`src/rtl/fib_seq_ctrl.sv`:
```
// ---------------------------------------------------------------------------
// fib_seq_ctrl
//
// Sequencer for a two-register Fibonacci datapath (registers A and B sharing
// one adder). On an accepted start it issues one INIT load (A<=0, B<=1) and
// then n STEP loads (A<=B, B<=A+B), so that A ends holding F(n). After that
// it raises a one-cycle done pulse. It holds no datapath state of its own;
// it only counts the remaining steps and sequences the load strobes.
//
// Parameters
//   NW       width of the index n and of the step counter (max n = 2**NW-1)
//
// Ports
//   clk      rising-edge clock
//   rst_n    asynchronous active-low reset
//   start    request, sampled only while idle
//   n        Fibonacci index, captured when start is accepted
//   busy     high in INIT, STEP and DONE
//   done     one-cycle pulse: A holds the result
//   ld_init  datapath loads A<=0, B<=1
//   ld_step  datapath loads A<=B, B<=A+B
//   sel_a    A-input mux select: 0 = constant 0, 1 = B
//   sel_b    B-input mux select: 0 = constant 1, 1 = adder sum
//   cnt      steps remaining
//
// Optional feature, enabled by defining FIB_CTRL_OVF_EN:
//   ovf      (in)  carry out of the datapath adder, sampled during STEP;
//                  ends the sequence early
//   err      (out) set with the done pulse of an overflowed run, cleared
//                  when the next start is accepted
// ---------------------------------------------------------------------------
module fib_seq_ctrl #(
  parameter int NW = 5
) (
  input  logic          clk,
  input  logic          rst_n,
  input  logic          start,
  input  logic [NW-1:0] n,
`ifdef FIB_CTRL_OVF_EN
  input  logic          ovf,
  output logic          err,
`endif
  output logic          busy,
  output logic          done,
  output logic          ld_init,
  output logic          ld_step,
  output logic          sel_a,
  output logic          sel_b,
  output logic [NW-1:0] cnt
);

  typedef enum logic [1:0] {
    S_IDLE = 2'd0,
    S_INIT = 2'd1,
    S_STEP = 2'd2,
    S_DONE = 2'd3
  } state_t;

  state_t        state;
  state_t        state_nxt;
  logic [NW-1:0] cnt_nxt;
  logic          ovf_stop;

`ifdef FIB_CTRL_OVF_EN
  assign ovf_stop = ovf;
`else
  assign ovf_stop = 1'b0;
`endif

  always_ff @(posedge clk or negedge rst_n) begin
    if (!rst_n) begin
      state <= S_IDLE;
      cnt   <= '0;
    end else begin
      state <= state_nxt;
      cnt   <= cnt_nxt;
    end
  end

  always_comb begin
    state_nxt = state;
    cnt_nxt   = cnt;
    unique case (state)
      S_IDLE: begin
        if (start) begin
          state_nxt = S_INIT;
          cnt_nxt   = n;
        end
      end
      S_INIT: begin
        // n == 0 needs no steps: A already holds F(0) after the INIT load.
        state_nxt = (cnt == '0) ? S_DONE : S_STEP;
      end
      S_STEP: begin
        // cnt >= 1 whenever STEP is entered, so this never wraps.
        cnt_nxt = cnt - NW'(1);
        if (cnt == NW'(1) || ovf_stop) begin
          state_nxt = S_DONE;
        end
      end
      S_DONE: begin
        state_nxt = S_IDLE;
      end
      default: begin
        state_nxt = S_IDLE;
      end
    endcase
  end

`ifdef FIB_CTRL_OVF_EN
  always_ff @(posedge clk or negedge rst_n) begin
    if (!rst_n) begin
      err <= 1'b0;
    end else if (state == S_IDLE && start) begin
      err <= 1'b0;
    end else if (state == S_STEP && ovf) begin
      // Lands together with the transition into DONE, so err rises with done.
      err <= 1'b1;
    end
  end
`endif

  // All strobes decode straight from the registered state, so reset clears
  // them without waiting for a clock edge.
  assign busy    = (state != S_IDLE);
  assign done    = (state == S_DONE);
  assign ld_init = (state == S_INIT);
  assign ld_step = (state == S_STEP);
  assign sel_a   = (state == S_STEP);
  assign sel_b   = (state == S_STEP);

endmodule

```
`config.mk`:
```
export PLATFORM = sky130hd
export DESIGN_NAME = fib_seq_ctrl
export DESIGN_NICKNAME = d
export VERILOG_FILES = /design/src/rtl/fib_seq_ctrl.sv
export SDC_FILE = /design/constraint.sdc
export NUM_CORES = 1
export LEC_CHECK = 0
export BUFFER_PORTS_ARGS = -buffer_cell sky130_fd_sc_hd__clkbuf_2
export CAP_MARGIN = 20
export CELL_PAD_IN_SITES_DETAIL_PLACEMENT = 2
export CELL_PAD_IN_SITES_GLOBAL_PLACEMENT = 2
export CORE_MARGIN = 3
export CORE_UTILIZATION = 29
export DETAILED_ROUTE_END_ITERATION = 6
export PLACE_DENSITY = 0.83
export SLEW_MARGIN = 10
export SYNTH_ARGS = -nofsm -noshare
export SYNTH_HDL_FRONTEND = slang
export SYNTH_SLANG_ARGS = --single-unit
```
`constraint.sdc`:
```
create_clock -name clk -period 2 [get_ports clk]
set_clock_uncertainty 0.05 [all_clocks]
set_input_delay 0.4 -clock clk [delete_from_list [all_inputs] [get_ports clk]]
set_output_delay 0.4 -clock clk [all_outputs]
set_load 0.1 [all_outputs]
```
# --- Yosys cells after proc, flatten, opt, wreduce, memory -nomap -nowiden ---
# Index checks and enable logic that the tools add are counted.
op_classes:
  mul: 0
  addsub: 1
  n_shift: 0
  n_lt_le_gt_ge: 0
  n_div: 0
  n_reduce_logical: 6
  muxes: 6
  eq_ne: 6
  bitwise: 0
op_table:
  columns: ["op", "count"]
  rows:
  - ["$pmux W5 S2", 1]
  - ["$pmux W2 S4", 1]
  - ["$eq A5 B1 Y1 const B", 1]
  - ["$logic_not A5 Y1", 1]
  - ["$mux W5", 1]
  - ["$sub A5 B1 Y5 const B", 1]
  - ["$eq A2 B2 Y1 const B", 2]
  - ["$mux W2", 2]
  - ["$reduce_and A2 Y1", 2]
  - ["$reduce_bool A2 Y1", 2]
  - ["$eq A2 B1 Y1 const B", 1]
  - ["$logic_not A2 Y1", 1]
  - ["$ne A2 B1 Y1 const B", 1]
  - ["$ne A2 B2 Y1 const B", 1]
  - ["$mux W1", 1]
word_totals:
  memories: 0
  mem_bits_rw: 0
  reg_bits: 7
  output_inout_bits: 11
  latchBits: 0
  romBits: 0
  elab_cells: 21

# --- Logic depth before layout (Yosys ltp) ---
depth:
  depth_word: 3
  mapped_depth: 7

# --- Worst setup path before layout ---
# Ideal clock, no wire load.
synth_timing:
  path_type: "register -> register"
  start: "register cnt[0]"
  end: "register state[1]"
  period_less_slack_ns: 2.401
  slack_ns: -0.401
  required_ns: 1.822
  path_stages_with_launch: 5
  t_arrival_ns: 2.224
  setup_time_ns: 0.128
  path_cell_list: "dfrtp_1 ha_1 or4b_4 a21oi_2 mux2_1"
synth_between:
  elab_chain_cells: 3
synth_lines:
  columns: ["item", "line", "text"]
  rows:
  - ["start, declared", "49", "output logic [NW-1:0] cnt"]
  - ["start signal, assigned", "76", "cnt <= cnt_nxt;"]
  - ["$eq A5 B1 Y1", "97", "if (cnt == NW'(1) || ovf_stop) begin"]
  - ["$ne A2 B1 Y1 (no source line)", null, null]
  - ["$reduce_and A2 Y1 (no source line)", null, null]
  - ["end signal, assigned", "75", "state <= state_nxt;"]
  - ["end, declared", "59", "state_t state;"]
# No other way between the ends.
# A chain may end at the register's enable or synchronous reset.

# --- Worst setup path after layout ---
layout_timing:
  start: "register state[1]"
  end: "output port busy"
layout_between:
  elab_chain_cells: 1
layout_lines:
  columns: ["item", "line", "text"]
  rows:
  - ["$reduce_bool A2 Y1", "125", "assign busy = (state != S_IDLE);"]
  - ["end, declared", "43", "output logic busy,"]
# No other way between the ends.

==> metrics.yaml <==
status: "finished clean"
synth_common_cells: "dfrtp_1, ha_1, nor2b_1"
synth_edf_count: 0
setup_violations: 0
clkLatencyLatePin_ns: 0.27
dieArea_um2: 2920
syn_to_final_growth_pct: 34.5
use_met2: 0.302
vias: 656
busiest_layer: "met2"
async_flop_share: 1.00
clk_pin_slew_ns: 0.06
grt-ovfl-total: 0
worstMarginPinSlew_ns: 0.547
wl_um: 2210
tns_ns: 0
yosysTopAreaCell: "dfrtp_1"
ys_seq_elements: 7
final_nets: 112
worstPathArrival_ns: 1.43
grt_start_max_net_pins: 23
yosysWarnings: 0
hold_violations: 0
pin_count: 19
hold_depth: 3
synthDistinctLibCells: 36
numCtsBuffers: 3
htreeDepth: 1
layout-drive-gt1-share: 0.396
rr_worst_depth: 5
hp-class: "in -> reg"
die_y_um: 54
antenna_found_initial: 0
synth.avg_cell_area_um2: 8.68
max_cap_viol_count: 0
fp.dieW_um: 54
coreArea_um2: 2060
seq_area_frac_synth: 0.262
syn_nets: 92
avgViaCountPerCell: 5.33
synth_top_area_frac: 0.262
clockBufferDepth: 2
antenna_cells: 0
port_buffers: 18
grt_util_all_layers: 0.184
synth_ff_type: "dfrtp_1"
postRouteAntennaNets: 0
required_ns: 1.55
finalCriticalPeriod_ns: 1.88
clock-sinks: 7
avgRoutedWirePerCell_um: 18.0
initial_core_util: 0.324
clock.fmax_ghz: 0.533
rsz0062_at_grt: "no"
grt_pass1_wl_um: 3630
grt_pass1_vias: 727
syn_inst: 77
yosys-top-cells-area: "dfrtp_1, ha_1, nor2b_1, inv_1, a21oi_1"
met3_usage: 0.0443
slew-limit-headroom: 0.637
gp_congestion: 0.752
period_share: 0.938
synth_area_um2: 668
met1_usage: 0.213
endpoint_kind: "output port"
critical_path_class: "reg -> out"
cp-start-kind: "flip-flop"
dr.pass1.iters: 4
dp_hpwl_um: 1570
root_buffer: "clkbuf_4"
cts_tree: "yes"
pre_cts_ws_ns: 0.181
rows: 16
setup_ws_ns: 0.124
drc: 0
report.final.slew_viol_count: 0
cp_max_fo: 5
drtIter0Drc: 2
cell families after synthesis:
group | after synthesis | share of synthesized area
xor+xnor | 1 | 0.0131
flops | 7 | 0.262
compound gates | 20 | 0.215
mux | 3 | 0.0487
buf+inv | 13 | 0.0974
fa+ha+maj | 7 | 0.131
simple gates | 26 | 0.232
area by class of cell:
class	instances	area, um2
clock buffer	4	26.3
fill	235	1160
inverter	6	26.3
multi-input combinational	57	443
sequential	7	184
tap	27	33.8
timing repair buffer	22	185
critical path: stages (launching register included):
cell	delay (ns)
dfrtp_1	0.46
inv_1	0.15
ha_2	0.25
clkinvlp_4	0.13
buf_12	0.17
layout by cell type, fill, tap and decap left out, types with 2 or more instances in the layout:
master,instances
clkbuf_2,13
nor2b_1,7
ha_1,5
inv_1,4
nand3_1,4
a21oi_1,4
dfrtp_2,4
buf_12,4
buf_4,4
nor2_1,3
nor3_1,3
o21ai_0,3
clkbuf_4,3
nor3b_1,2
nand2b_1,2
o22ai_1,2
dfrtp_1,2
repair_timing:
action	CTS	global route
hold buffers	1	0
resized for setup	0	2
setup endpoints to repair	0	4
hold endpoints to repair	7	0
buffers inserted	0	1
stage by stage:
step | hold WS, ns | cells | util | area (um2)
2_1_floorplan | 0.0544 | 77 | - | 694
3_3_place_gp | 0.203 | 117 | 0.413 | 852
3_5_place_dp | 0.212 | 117 | 0.413 | 852
4_1_cts | 0.410 | 122 | 0.431 | 888
5_1_grt | 0.435 | 123 | 0.436 | 898
6_report | 0.415 | 123 | 0.436 | 898
final timing paths:
check,from,endpoint,slack (ns)
worst min register to register,state[0]$_DFFE_PN0P_,state[0]$_DFFE_PN0P_,0.61
worst max-delay path,state[1]$_DFFE_PN0P_,busy,0.12
min in group asynchronous,rst_n,state[0]$_DFFE_PN0P_,0.46
max in group asynchronous,rst_n,cnt[0]$_DFFE_PN0P_,1.23
worst max register to register,cnt[1]$_DFFE_PN0P_,state[1]$_DFFE_PN0P_,0.19
worst min-delay path,n[1],cnt[1]$_DFFE_PN0P_,0.42
routing by layer:
layer,vias up,part of all wire
met4,0,0.028
met5,-,0
met1,324,0.43
met3,5,0.041
li1,311,-
met2,16,0.50
state kept, by name, indices dropped and copies added (netlist names):
| signal | flops |
|---|---|
| cnt | 5 |
| state | 2 |
Power is not shown: default switching activity piles up to over one toggle a cycle in this logic, so the estimate is an artifact.
